$ cat config.mk
export PLATFORM = sky130hd
export DESIGN_NAME = mem_arbiter
export DESIGN_NICKNAME = d
export VERILOG_FILES = /design/src/rtl/mem_arb_pkg.sv /design/src/rtl/rr_arb2.sv /design/src/rtl/mem_arbiter.sv
export SDC_FILE = /design/constraint.sdc
export NUM_CORES = 1
export LEC_CHECK = 0
export BUFFER_PORTS_ARGS = -buffer_cell sky130_fd_sc_hd__buf_2
export CORE_ASPECT_RATIO = 1.75
export CORE_UTILIZATION = 35
export DETAILED_ROUTE_END_ITERATION = 8
export GPL_TIMING_DRIVEN = 1
export SLEW_MARGIN = 0
export SYNTH_ARGS = -nofsm -noshare
export SYNTH_HDL_FRONTEND = slang
export SYNTH_SLANG_ARGS = --single-unit
$ cat constraint.sdc
create_clock -name clk -period 1.75 [get_ports clk]
set_input_delay 0.175 -clock clk [delete_from_list [all_inputs] [get_ports clk]]
set_output_delay 0.175 -clock clk [all_outputs]
set_load 0.005 [all_outputs]
$ cat src/rtl/mem_arb_pkg.sv
// Shared constants and types for the data-RAM arbiter: RAM access modes,
// FSM states, requester ids and the fixed fetch access width.
package mem_arb_pkg;

   localparam logic [1:0] RAM_NONE  = 2'd0;
   localparam logic [1:0] RAM_READ  = 2'd1;
   localparam logic [1:0] RAM_WRITE = 2'd2;

   typedef enum logic [1:0] {
      S_IDLE,
      S_ACCESS,
      S_RESP
   } state_t;

   localparam logic PORT_IF = 1'b0;
   localparam logic PORT_EX = 1'b1;

   // Fetches are always a 32-bit word access
   localparam logic [2:0] FETCH_MEMWID = 3'b010;

endpackage

$ cat src/rtl/rr_arb2.sv
// Combinational two-way picker. On a tie the port that was not granted last
// wins; the last-granted pointer is held by the caller.
module rr_arb2 (
   input  logic [1:0] req,
   input  logic       last,
   output logic [1:0] gnt
);

   always_comb begin
      gnt = 2'b00;
      case (req)
         2'b01:   gnt = 2'b01;
         2'b10:   gnt = 2'b10;
         2'b11:   gnt = last ? 2'b01 : 2'b10;
         default: gnt = 2'b00;
      endcase
   end

endmodule

$ cat src/rtl/mem_arbiter.sv
// Arbiter/sequencer sharing the single-port data RAM between fetch (port 0)
// and load/store (port 1). Define ARB_ROUND_ROBIN_EN for round-robin ties.
//
// state    | meaning
// ---------+-------------------------------------------
// S_IDLE   | no access in flight
// S_ACCESS | latched command driven to the RAM
// S_RESP   | response registers valid, rvalid pulsed
module mem_arbiter
   import mem_arb_pkg::*;
#(
   parameter int DATA_WIDTH = 64,
   parameter int RAM_SIZE   = 12
) (
   input  logic                  clk,
   input  logic                  rst_n,
   input  logic                  if_req_i,
   input  logic [RAM_SIZE-1:0]   if_addr_i,
   output logic                  if_gnt_o,
   output logic                  if_rvalid_o,
   input  logic                  ex_req_i,
   input  logic                  ex_we_i,
   input  logic [RAM_SIZE-1:0]   ex_addr_i,
   input  logic [DATA_WIDTH-1:0] ex_wdata_i,
   input  logic [2:0]            ex_memwid_i,
   output logic                  ex_gnt_o,
   output logic                  ex_rvalid_o,
   output logic [DATA_WIDTH-1:0] rdata_o,
   output logic                  err_o,
   output logic [RAM_SIZE-1:0]   ram_addr_o,
   output logic [1:0]            ram_mode_o,
   output logic [DATA_WIDTH-1:0] ram_wdata_o,
   output logic [2:0]            ram_memwid_o,
   input  logic [DATA_WIDTH-1:0] ram_rdata_i,
   input  logic                  ram_err_i
);

   state_t                state_q, state_d;
   logic [1:0]            req, pick, gnt;
   logic                  grant;
   logic                  last_q;
   logic                  port_q;
   logic                  we_q;
   logic [RAM_SIZE-1:0]   addr_q;
   logic [DATA_WIDTH-1:0] wdata_q;
   logic [2:0]            memwid_q;

   assign req = {ex_req_i, if_req_i};

   rr_arb2 u_rr_arb2 (
      .req  (req),
      .last (last_q),
      .gnt  (pick)
   );

   // No grant while the RAM is busy, and none while reset is held
   always_comb begin
      gnt = 2'b00;
      if (rst_n && (state_q != S_ACCESS)) gnt = pick;
   end

   assign grant    = |gnt;
   assign if_gnt_o = gnt[0];
   assign ex_gnt_o = gnt[1];

`ifdef ARB_ROUND_ROBIN_EN
   always_ff @(posedge clk or negedge rst_n) begin
      if (!rst_n)     last_q <= PORT_IF;
      else if (grant) last_q <= gnt[1];
   end
`else
   assign last_q = PORT_IF;
`endif

   always_comb begin
      state_d = state_q;
      case (state_q)
         S_IDLE:   if (grant) state_d = S_ACCESS;
         S_ACCESS: state_d = S_RESP;
         S_RESP:   state_d = grant ? S_ACCESS : S_IDLE;
         default:  state_d = S_IDLE;
      endcase
   end

   always_ff @(posedge clk or negedge rst_n) begin
      if (!rst_n) begin
         state_q  <= S_IDLE;
         port_q   <= PORT_IF;
         we_q     <= 1'b0;
         addr_q   <= '0;
         wdata_q  <= '0;
         memwid_q <= '0;
         rdata_o  <= '0;
         err_o    <= 1'b0;
      end else begin
         state_q <= state_d;
         if (grant) begin
            port_q   <= gnt[1];
            we_q     <= gnt[1] & ex_we_i;
            addr_q   <= gnt[1] ? ex_addr_i : if_addr_i;
            wdata_q  <= gnt[1] ? ex_wdata_i : '0;
            memwid_q <= gnt[1] ? ex_memwid_i : FETCH_MEMWID;
         end
         if (state_q == S_ACCESS) begin
            rdata_o <= ram_rdata_i;
            err_o   <= ram_err_i;
         end
      end
   end

   always_comb begin
      ram_mode_o   = RAM_NONE;
      ram_addr_o   = '0;
      ram_wdata_o  = '0;
      ram_memwid_o = '0;
      if (state_q == S_ACCESS) begin
         ram_mode_o   = we_q ? RAM_WRITE : RAM_READ;
         ram_addr_o   = addr_q;
         ram_wdata_o  = wdata_q;
         ram_memwid_o = memwid_q;
      end
   end

   assign if_rvalid_o = (state_q == S_RESP) && (port_q == PORT_IF);
   assign ex_rvalid_o = (state_q == S_RESP) && (port_q == PORT_EX);

endmodule
# == Word level (Yosys, flattened, before mapping) ==
# Cells that the tools add are included.
# word_totals
register_bits,148
inputBits,161
output_inout_bits,150
elab_cells,36
# classes
n_eq_ne,7
n_mux,13
n_bitwise,2
n_reduce_logical,6
# ops
cell,count
2-to-1 mux 64 bit,2
2-to-1 mux 12 bit,2
2-to-1 mux 2 bit,4
"== test 2 bit, second input constant",3
2-to-1 mux 3 bit,2
case mux 2 bit (3 select lines),1
"== test 2 x 1 -> 1 bit, second input constant",2
case mux 2 bit (2 select lines),1
OR reduction 2 bit,2
logical AND 1 bit,3
logical NOT 2 bit,1
"!= test 2 x 1 -> 1 bit, second input constant",1
"!= test 2 bit, second input constant",1
bitwise AND 1 bit,1
2-to-1 mux 1 bit,1
inverter 1 bit,1

# == Depth between registers and ports, before layout ==
# Gate-level depths: netlist of run 1.
# depth
ltp_word,7
ltp_mapped,7
depth_no_buf,4

# == By module ==
# From an unflattened synthesis of run 1, not the netlist that was laid out.
# hier_totals
cells_unflattened,588
area_unflattened_um2,6143.4
# modules_own_cells
module,instances,cells_per_inst,area_per_inst_um2
mem_arbiter,1,585,6124.6
rr_arb2,1,3,18.8

# == Least setup slack after synthesis of run 1 ==
# OpenSTA, ideal clock, no wires.
# synth_path
path_type,register -> output
startpoint,register state_q[1]
endpoint,output port ram_addr_o[10]
arrival_ps,1148
required_time_ps,1575
path_slack_ps,427
path_stages_with_launch,7
n_path_buf,3
cell_sequence,dfrtp_1 -> nand2b_1 -> buf_6 -> inv_2 -> buf_4 -> buf_2 -> and2_1
# synth_between
elab_chain_len,2
# synth_lines
item,line,rtl
from (decl),mem_arbiter.sv:38,"state_t state_q, state_d;"
from (signal assigned),mem_arbiter.sv:96,state_q <= state_d;
== test 2 x 1 -> 1 bit,mem_arbiter.sv:116,if (state_q == S_ACCESS) begin
2-to-1 mux 12 bit,mem_arbiter.sv:116,
to (decl),mem_arbiter.sv:30,"output logic [RAM_SIZE-1:0] ram_addr_o,"
# Every way passes these cells.

# == Final worst setup path of run 1 ==
# layout_path
startpoint,register state_q[0]
endpoint,output port ram_wdata_o[43]
# layout_between
elab_chain_len,2
# layout_lines
item,line,rtl
== test 2 x 1 -> 1 bit,mem_arbiter.sv:116,
2-to-1 mux 64 bit,mem_arbiter.sv:116,
to (decl),mem_arbiter.sv:32,"output logic [DATA_WIDTH-1:0] ram_wdata_o,"
# Every way passes these cells.

==> results of run 1 <==
[state kept, by name (all words and copies together), names as in the netlist]
register,flops
rdata_o,64
wdata_q,64
addr_q,12
memwid_q,3
state_q,2
err_o,1
port_q,1
we_q,1
[area by class of cell]
class	count	area, sq um	area share, %
clock buffers	21	480	4.65
repair buffers	471	3410	33.0
diodes	4	10.0	0.0968
multi-input cells	391	2250	21.7
clock inverters	9	175	1.69
flip-flops and latches	148	3700	35.8
inverters	2	25.0	0.242
well taps	227	284	2.75
[cells by family after synthesis]
family	count (synthesis)
simple gates	308
buf+inv	46
flops	148
compound gates	83
[cell usage in the layout (no fill, tap or decap), types with 2 or more instances in the layout]
cell / synthesis / routed
sky130_fd_sc_hd__a22o_1: 67 / 67
sky130_fd_sc_hd__and2_1: 81 / 50
sky130_fd_sc_hd__and2_4: 0 / 31
sky130_fd_sc_hd__buf_12: 0 / 6
sky130_fd_sc_hd__buf_16: 0 / 3
sky130_fd_sc_hd__buf_2: 21 / 295
sky130_fd_sc_hd__buf_4: 1 / 13
sky130_fd_sc_hd__buf_6: 7 / 16
sky130_fd_sc_hd__bufbuf_16: 0 / 2
sky130_fd_sc_hd__bufinv_16: 0 / 5
sky130_fd_sc_hd__clkbuf_16: 0 / 19
sky130_fd_sc_hd__clkbuf_8: 0 / 4
sky130_fd_sc_hd__clkinv_2: 0 / 2
sky130_fd_sc_hd__clkinvlp_4: 0 / 2
sky130_fd_sc_hd__dfrtp_1: 148 / 148
sky130_fd_sc_hd__diode_2: 0 / 4
sky130_fd_sc_hd__dlygate4sd3_1: 0 / 134
sky130_fd_sc_hd__nand2_1: 196 / 196
sky130_fd_sc_hd__nand3_1: 12 / 12
sky130_fd_sc_hd__nor2_1: 15 / 15
sky130_fd_sc_hd__o221a_1: 3 / 3
sky130_fd_sc_hd__o221a_2: 9 / 9
[metrics by stage]
| stage | utilization, % | hold WS, ns | setup WS [ns] | power, mW |
|---|---|---|---|---|
| 5_1_grt | 60.7 | 0.00294 | -0.0456 | 11.8 |
| 6_report | 60.7 | 0.0273 | 0.0171 | 11.2 |
| 2_1_floorplan | - | -0.121 | 0.427 | 5.56 |
| 4_1_cts | 59.2 | 0.00325 | -0.0233 | 11.2 |
| 3_3_place_gp | 46.5 | -0.0253 | 0.336 | 6.64 |
| 3_5_place_dp | 46.5 | -0.0250 | 0.300 | 6.68 |
[final timing paths]
| path | startpoint | to | slack [ns] | cells past startpoint |
|---|---|---|---|---|
| max in group asynchronous | rst_n | rdata_o[17]$_DFFE_PN0P_ | 0.80 | 3 |
| min reg2reg | rdata_o[48]$_DFFE_PN0P_ | rdata_o[48]$_DFFE_PN0P_ | 0.47 | 2 |
| min in group asynchronous | rst_n | port_q$_DFFE_PN0P_ | 0.16 | 2 |
| max | state_q[0]$_DFFE_PN0P_ | ram_wdata_o[43] | 0.02 | 5 |
| max reg2reg | state_q[1]$_DFFE_PN0P_ | wdata_q[33]$_DFFE_PN0P_ | 0.18 | 6 |
| min | ex_addr_i[5] | addr_q[5]$_DFFE_PN0P_ | 0.03 | 2 |
[where the power goes]
group          switching (mW)  leakage [nW]  internal, mW
registers               0.382          1.84          4.15
logic                    1.17          3.39          1.40
clock network            1.42         0.317          2.66
total                    2.98          5.55          8.22
[metal layers]
layer / share of wire (%) / routed length [um] / vias to the layer above
met5: 0 / 0 / -
met4: 4.8 / 984 / 0
met3: 5.6 / 1170 / 57
met2: 51 / 10600 / 263
met1: 38 / 7930 / 2832
li1: - / - / 2825
[repair_timing]
action | CTS | global route
buffers inserted | 3 | 5
gates resized for setup | 12 | 44
gates cloned | 3 | 2
pin swaps | 1 | 17
endpoints found under the setup margin | 81 | 82
hold buffers | 134 | 0
endpoints found under the hold margin | 281 | 0
[worst max-delay path, stage by stage (launching register included)]
cell,delay [ns]
sky130_fd_sc_hd__dfrtp_1,0.40
sky130_fd_sc_hd__nand2b_4,0.13
sky130_fd_sc_hd__clkinv_8,0.11
sky130_fd_sc_hd__clkbuf_16,0.19
sky130_fd_sc_hd__and2_1,0.16
sky130_fd_sc_hd__buf_2,0.13
==> results.json, run 1 <==
{
  "place_area_sq_um": 7920,
  "cts_max_path_buffers": 2,
  "start_util_pct": 36.0,
  "synth_common_cells": "sky130_fd_sc_hd__nand2_1, sky130_fd_sc_hd__dfrtp_1, sky130_fd_sc_hd__and2_1, sky130_fd_sc_hd__a22o_1, sky130_fd_sc_hd__buf_2",
  "fp.dieW_um": 102,
  "first_global_vias": 6235,
  "post-synth-top-count-cell": "sky130_fd_sc_hd__nand2_1",
  "timing.final.crit_share_pct": 99.0,
  "detailedRoute.firstPassIterationCount": 5,
  "clock_latency_ns": 0.42,
  "die_y_um": 177,
  "critical_path_peak_fanout": 16,
  "port-buffer-count": 310,
  "ys_async_sr_fraction_pct": 100,
  "avgRoutedWirePerCell_um": 16.3,
  "synthAdderAreaFrac_pct": 0,
  "gr-usage-met3_pct": 5.37,
  "core_rows": 63,
  "antenna_left": 0,
  "dominant_register_cell_in_the_synthesized_netlist": "sky130_fd_sc_hd__dfrtp_1",
  "grt_start_max_net_pins": 114,
  "synth_top_family_by_area": "simple AND/OR/NAND/NOR gates",
  "drv_slew": 0,
  "root_buffer": "sky130_fd_sc_hd__clkbuf_16",
  "library_cells_used_by_synthesis": 22,
  "stdcell_area_sq_um": 10300,
  "cts.htree.levels": 4,
  "cp_data_required_time_ns": 1.57,
  "globalRouteOverflowTotal": 0,
  "clk_pin_slew_worst_paths_ns": 0.06,
  "power.leakage_nw": 5.55,
  "data_arrival_critical_path_ns": 1.56,
  "fin_setup_tns_ns": 0,
  "total_drc_errors_in_the_routed_layout": 0,
  "grt_use_met2_pct": 40.1,
  "worst_ir_drop_vdd_uv": 575,
  "endpoint_kind": "output pin",
  "drive_gt1_share_pct": 39.6,
  "run_status": "complete, no violations",
  "ys_seq_elements": 148,
  "cts_tree": "built",
  "areaGrowthSynthToFinish_pct": 68.6,
  "post_drt_via_cell_ratio": 4.70,
  "clock.fmax_mhz": 577,
  "dr_total_vias": 5977,
  "synth_xor_area_share_pct": 0,
  "maxCapViolCount": 0,
  "setup.worst_path.class": "flop to output pin",
  "muxShareOfSynthArea_pct": 0,
  "finish.net_count": 1192,
  "fillers": 1382,
  "final.setup_skew_ns": 0.00392,
  "grt_setup_unrepaired": "true",
  "grt_most_used_layer": "met2",
  "grtUsageMet1_pct": 24.9,
  "design.die.area_sq_um": 18100,
  "dp.cells": 1092,
  "finalSetupViolations": 0,
  "worstHoldPathType": "input pin to flop",
  "gpl.final_weighted_congestion": 0.797,
  "worst-slew-pin-transition_ns": 0.613,
  "number_of_antenna_violations_at_the_first_check_in_global_routing": 4,
  "first_pass_grt_wire_length_um": 31200,
  "synth-edff-count": 0,
  "pin_count": 311,
  "synth_top_area_share_pct": 60.4,
  "grt_usage_pct": 22.9,
  "syn-cell-area_sq_um": 6130,
  "clock_sink_count": 148,
  "final_cells": 1273,
  "compound_gate_portion_of_the_synthesized_area_pct": 12.6,
  "mappedNetlistNets": 746,
  "synthCells": 585,
  "slew_headroom_pct": 59.1,
  "timing.final.crit_period_ns": 1.73,
  "synthesis.area_per_instance_sq_um": 10.5,
  "design.core.area_sq_um": 17000,
  "wl_um": 20700,
  "timing.final.hold_violations": 0,
  "synth_area_leader_cell": "sky130_fd_sc_hd__dfrtp_1",
  "detailedRoute.firstIterationViolations": 179,
  "synth_area_leaders": "sky130_fd_sc_hd__dfrtp_1, sky130_fd_sc_hd__nand2_1, sky130_fd_sc_hd__a22o_1, sky130_fd_sc_hd__and2_1, sky130_fd_sc_hd__buf_2",
  "place.detailed.hpwl_um": 12600,
  "synth-seq-area-share_pct": 60.4,
  "setup.worst_path.start_class": "flop",
  "power_per_cell_area_nw_per_um2": 1080,
  "cts_inserted_buffers": 17,
  "synthSimpleGateAreaFrac_pct": 22.7,
  "warnings_from_yosys": 0
}
No activity file was read; power rests on OpenSTA's default activity.
==> run 2: changes to the inputs <==
--- a/config.mk
+++ b/config.mk
@@ -7,10 +7,12 @@
 export LEC_CHECK = 0
 export BUFFER_PORTS_ARGS = -buffer_cell sky130_fd_sc_hd__buf_2
 export CORE_ASPECT_RATIO = 1.75
+export CORE_MARGIN = 10
 export CORE_UTILIZATION = 35
 export DETAILED_ROUTE_END_ITERATION = 8
 export GPL_TIMING_DRIVEN = 1
 export SLEW_MARGIN = 0
 export SYNTH_ARGS = -nofsm -noshare
 export SYNTH_HDL_FRONTEND = slang
+export SYNTH_HIERARCHICAL = 1
 export SYNTH_SLANG_ARGS = --single-unit
==> run 2 against run 1 <==
Compared with the run above:
- the run now ends with negative setup slack left
- first-iteration DRC count grew 78%
- power grew 0.73%
- sequential share of layout area shrank 0.45 points
- final cell count grew 0.47%
- combinational power grew 6%
- non-clock buffer count shrank 1
- area after synthesis grew 0.22%
- global-route usage shrank 2.6 points
- count of clock-buffer cells in the layout is the same
==> results.json, run 2 <==
{
  "run_status": "finished, violations left",
  "violations": "negative setup slack",
  "port-buffer-count": 310,
  "number_of_antenna_violations_at_the_first_check_in_global_routing": 2,
  "cp_cell_sequence": "nand2b_4 > clkinv_8 > buf_16 > and2_1 > buf_2",
  "cts_inserted_buffers": 17,
  "synthCells": 588,
  "cts.htree.levels": 4,
  "place.detailed.hpwl_um": 15200,
  "fillers": 1412,
  "post_drt_via_cell_ratio": 4.75,
  "synth_xor_area_share_pct": 0,
  "synth_area_leaders": "sky130_fd_sc_hd__dfrtp_1, sky130_fd_sc_hd__nand2_1, sky130_fd_sc_hd__a22o_1, sky130_fd_sc_hd__and2_1, sky130_fd_sc_hd__o221a_2",
  "areaGrowthSynthToFinish_pct": 70.5,
  "ys_async_sr_fraction_pct": 100,
  "multiInputGateArea_sq_um": 2280,
  "synth-seq-area-share_pct": 60.3,
  "ys_seq_elements": 148,
  "worst_ir_drop_vdd_uv": 697,
  "warnings_from_yosys": 6,
  "endpoint_kind": "output pin",
  "final_common_cell": "sky130_fd_sc_hd__buf_2",
  "wl_um": 24700,
  "crit_path_max_incr_delay_ns": 0.44,
  "place_area_sq_um": 7910,
  "power_per_cell_area_nw_per_um2": 1080,
  "clk_pin_slew_worst_paths_ns": 0.06,
  "reg.largest.list": "rdata_o x64, wdata_q x64, addr_q x12",
  "start_util_pct": 35.4,
  "grt_usage_pct": 20.3,
  "timing.final.hold_violations": 0,
  "clock_sink_count": 148,
  "final.setup_skew_ns": 0.0149,
  "timing.final.crit_share_pct": 102,
  "cp_data_required_time_ns": 1.57,
  "library_cell_contributing_the_largest_single_delay_on_the_critical_path": "sky130_fd_sc_hd__dfrtp_2",
  "timing.final.crit_period_ns": 1.78,
  "pin_count": 311,
  "finalSetupViolations": 47,
  "grt_setup_unrepaired": "true",
  "p_seq_share_pct": 41.2,
  "grt_start_max_net_pins": 149,
  "internal_power_mw": 8.16,
  "detailedRoute.firstPassIterationCount": 4,
  "worst-slew-pin-transition_ns": 0.791,
  "synth_top_family_by_area": "simple AND/OR/NAND/NOR gates",
  "maxCapViolCount": 0,
  "root_buffer": "sky130_fd_sc_hd__clkbuf_16",
  "total_drc_errors_in_the_routed_layout": 0,
  "synthesis.area_per_instance_sq_um": 10.4,
  "stdcell_area_sq_um": 10500,
  "clock.fmax_mhz": 561,
  "synthAdderAreaFrac_pct": 0,
  "layout_common_cells": "sky130_fd_sc_hd__buf_2, sky130_fd_sc_hd__nand2_1, sky130_fd_sc_hd__dfrtp_1",
  "data_arrival_critical_path_ns": 1.61,
  "library_cells_used_by_synthesis": 24,
  "wl_met2_um": 13100,
  "routed_metal_1_wirelength_um": 9110,
  "p_comb_share_pct": 24.1,
  "design.core.area_sq_um": 17400,
  "dominant_register_cell_in_the_synthesized_netlist": "sky130_fd_sc_hd__dfrtp_1",
  "drive_gt1_share_pct": 39.7,
  "gpl.final_weighted_congestion": 0.814,
  "power.leakage_nw": 5.56,
  "fp.dieW_um": 120,
  "synth-edff-count": 0,
  "antenna_left": 0,
  "finish.net_count": 1196,
  "final-seq-area_sq_um": 3700,
  "setup.worst_path.class": "flop to output pin",
  "muxShareOfSynthArea_pct": 0,
  "clock_latency_ns": 0.43,
  "first_pass_grt_wire_length_um": 37400,
  "timing.final.ws_setup_ns": -0.0334,
  "worstHoldPathType": "input pin to flop",
  "die_y_um": 195,
  "critical_path_peak_fanout": 30,
  "switching_share_pct": 27.6,
  "setup.worst_path.start_class": "flop",
  "synth_top_area_share_pct": 60.3,
  "hold_ws_ns": 0.0441,
  "synth_common_cells": "sky130_fd_sc_hd__nand2_1, sky130_fd_sc_hd__dfrtp_1, sky130_fd_sc_hd__and2_1, sky130_fd_sc_hd__a22o_1, sky130_fd_sc_hd__buf_2",
  "pwr-share-clk_pct": 34.8,
  "slew_headroom_pct": 47.3,
  "net-switching-power_mw": 3.11,
  "place_worst_setup_slack_ns": 0.235,
  "route.top_layer_used": "met4",
  "drv_slew": 0,
  "synthSimpleGateAreaFrac_pct": 22.6,
  "post-synth-top-count-cell": "sky130_fd_sc_hd__nand2_1",
  "core_rows": 64,
  "fin_setup_tns_ns": -0.701,
  "synth_area_leader_cell": "sky130_fd_sc_hd__dfrtp_1",
  "compound_gate_portion_of_the_synthesized_area_pct": 12.7,
  "cts_max_path_buffers": 2,
  "dr_total_vias": 6076,
  "met3WireLength_um": 1520,
  "first_global_vias": 6573,
  "design.die.area_sq_um": 23500,
  "detailedRoute.firstIterationViolations": 319,
  "cts_tree": "built",
  "syn-cell-area_sq_um": 6140,
  "avgRoutedWirePerCell_um": 19.3,
  "globalRouteOverflowTotal": 0
}
-- run 2: cell families after synthesis --
logic type / Yosys count
AND/OR/NAND/NOR: 307
buffers and inverters: 47
AO/OA/AOI/OAI: 85
flip-flops: 148
other: 1
-- run 2: worst paths after layout --
path | start | end | slack (ns) | cells after the start
max in group asynchronous | rst_n | wdata_q[0]$_DFFE_PN0P_ | 0.60 | 3
worst max-delay path | state_q[0]$_DFFE_PN0P_ | ram_wdata_o[59] | -0.03 | 5
min in group asynchronous | rst_n | addr_q[6]$_DFFE_PN0P_ | 0.57 | 3
worst max register to register | state_q[1]$_DFFE_PN0P_ | wdata_q[62]$_DFFE_PN0P_ | 0.09 | 7
worst min register to register | rdata_o[12]$_DFFE_PN0P_ | rdata_o[12]$_DFFE_PN0P_ | 0.47 | 2
worst min-delay path | ex_addr_i[2] | addr_q[2]$_DFFE_PN0P_ | 0.04 | 2
-- run 2: per-stage QoR --
step / util (%) / cells / total power [mW]
3_5_place_dp: 45.5 / 1099 / 6.86
4_1_cts: 58.5 / 1274 / 11.2
2_1_floorplan: - / 589 / 5.62
3_3_place_gp: 45.5 / 1099 / 6.82
5_1_grt: 60.3 / 1279 / 11.9
6_report: 60.3 / 1279 / 11.3
-- run 2: power groups by stage --
stage | Clock, mW | Sequential, mW | Combinational (mW)
final | 3.92 | 4.64 | 2.72
after global routing | 4.18 | 4.72 | 2.99
after CTS | 4.01 | 4.62 | 2.61
after detailed placement | 0 | 4.65 | 2.21
after global placement | 0 | 4.64 | 2.18
after floorplan | 0 | 4.62 | 1.00
-- run 2: critical path: cells and delay by family, from the launching register on --
family        cells  cell delay, ns
buf+inv           3            0.43
simple gates      2            0.30
flops             1            0.44
-- run 2: what timing repair did --
item                                    4_1_cts  5_1_grt
resized for setup                            17       65
setup buffers                                 5        2
hold endpoints to repair                    241        0
endpoints found under the setup margin       83       88
hold buffers                                134        0
pin swaps                                    10        6
gates cloned                                  6        1
-- run 2: routing by layer --
metal  track usage, %  vias to the layer above
li1                 -                     2843
met5                0                        -
met2             35.4                      247
met4             10.4                        0
met3             5.86                       56
met1             21.7                     2930
-- run 2: layout make-up --
type | instances | area share [%]
Sequential cell | 148 | 35.4
Timing Repair Buffer | 470 | 33.8
Multi-Input combinational cell | 394 | 21.8
Clock buffer | 21 | 4.21
Tap cell | 231 | 2.76
Clock inverter | 9 | 1.72
Inverter | 4 | 0.287
Antenna cell | 2 | 0.0478
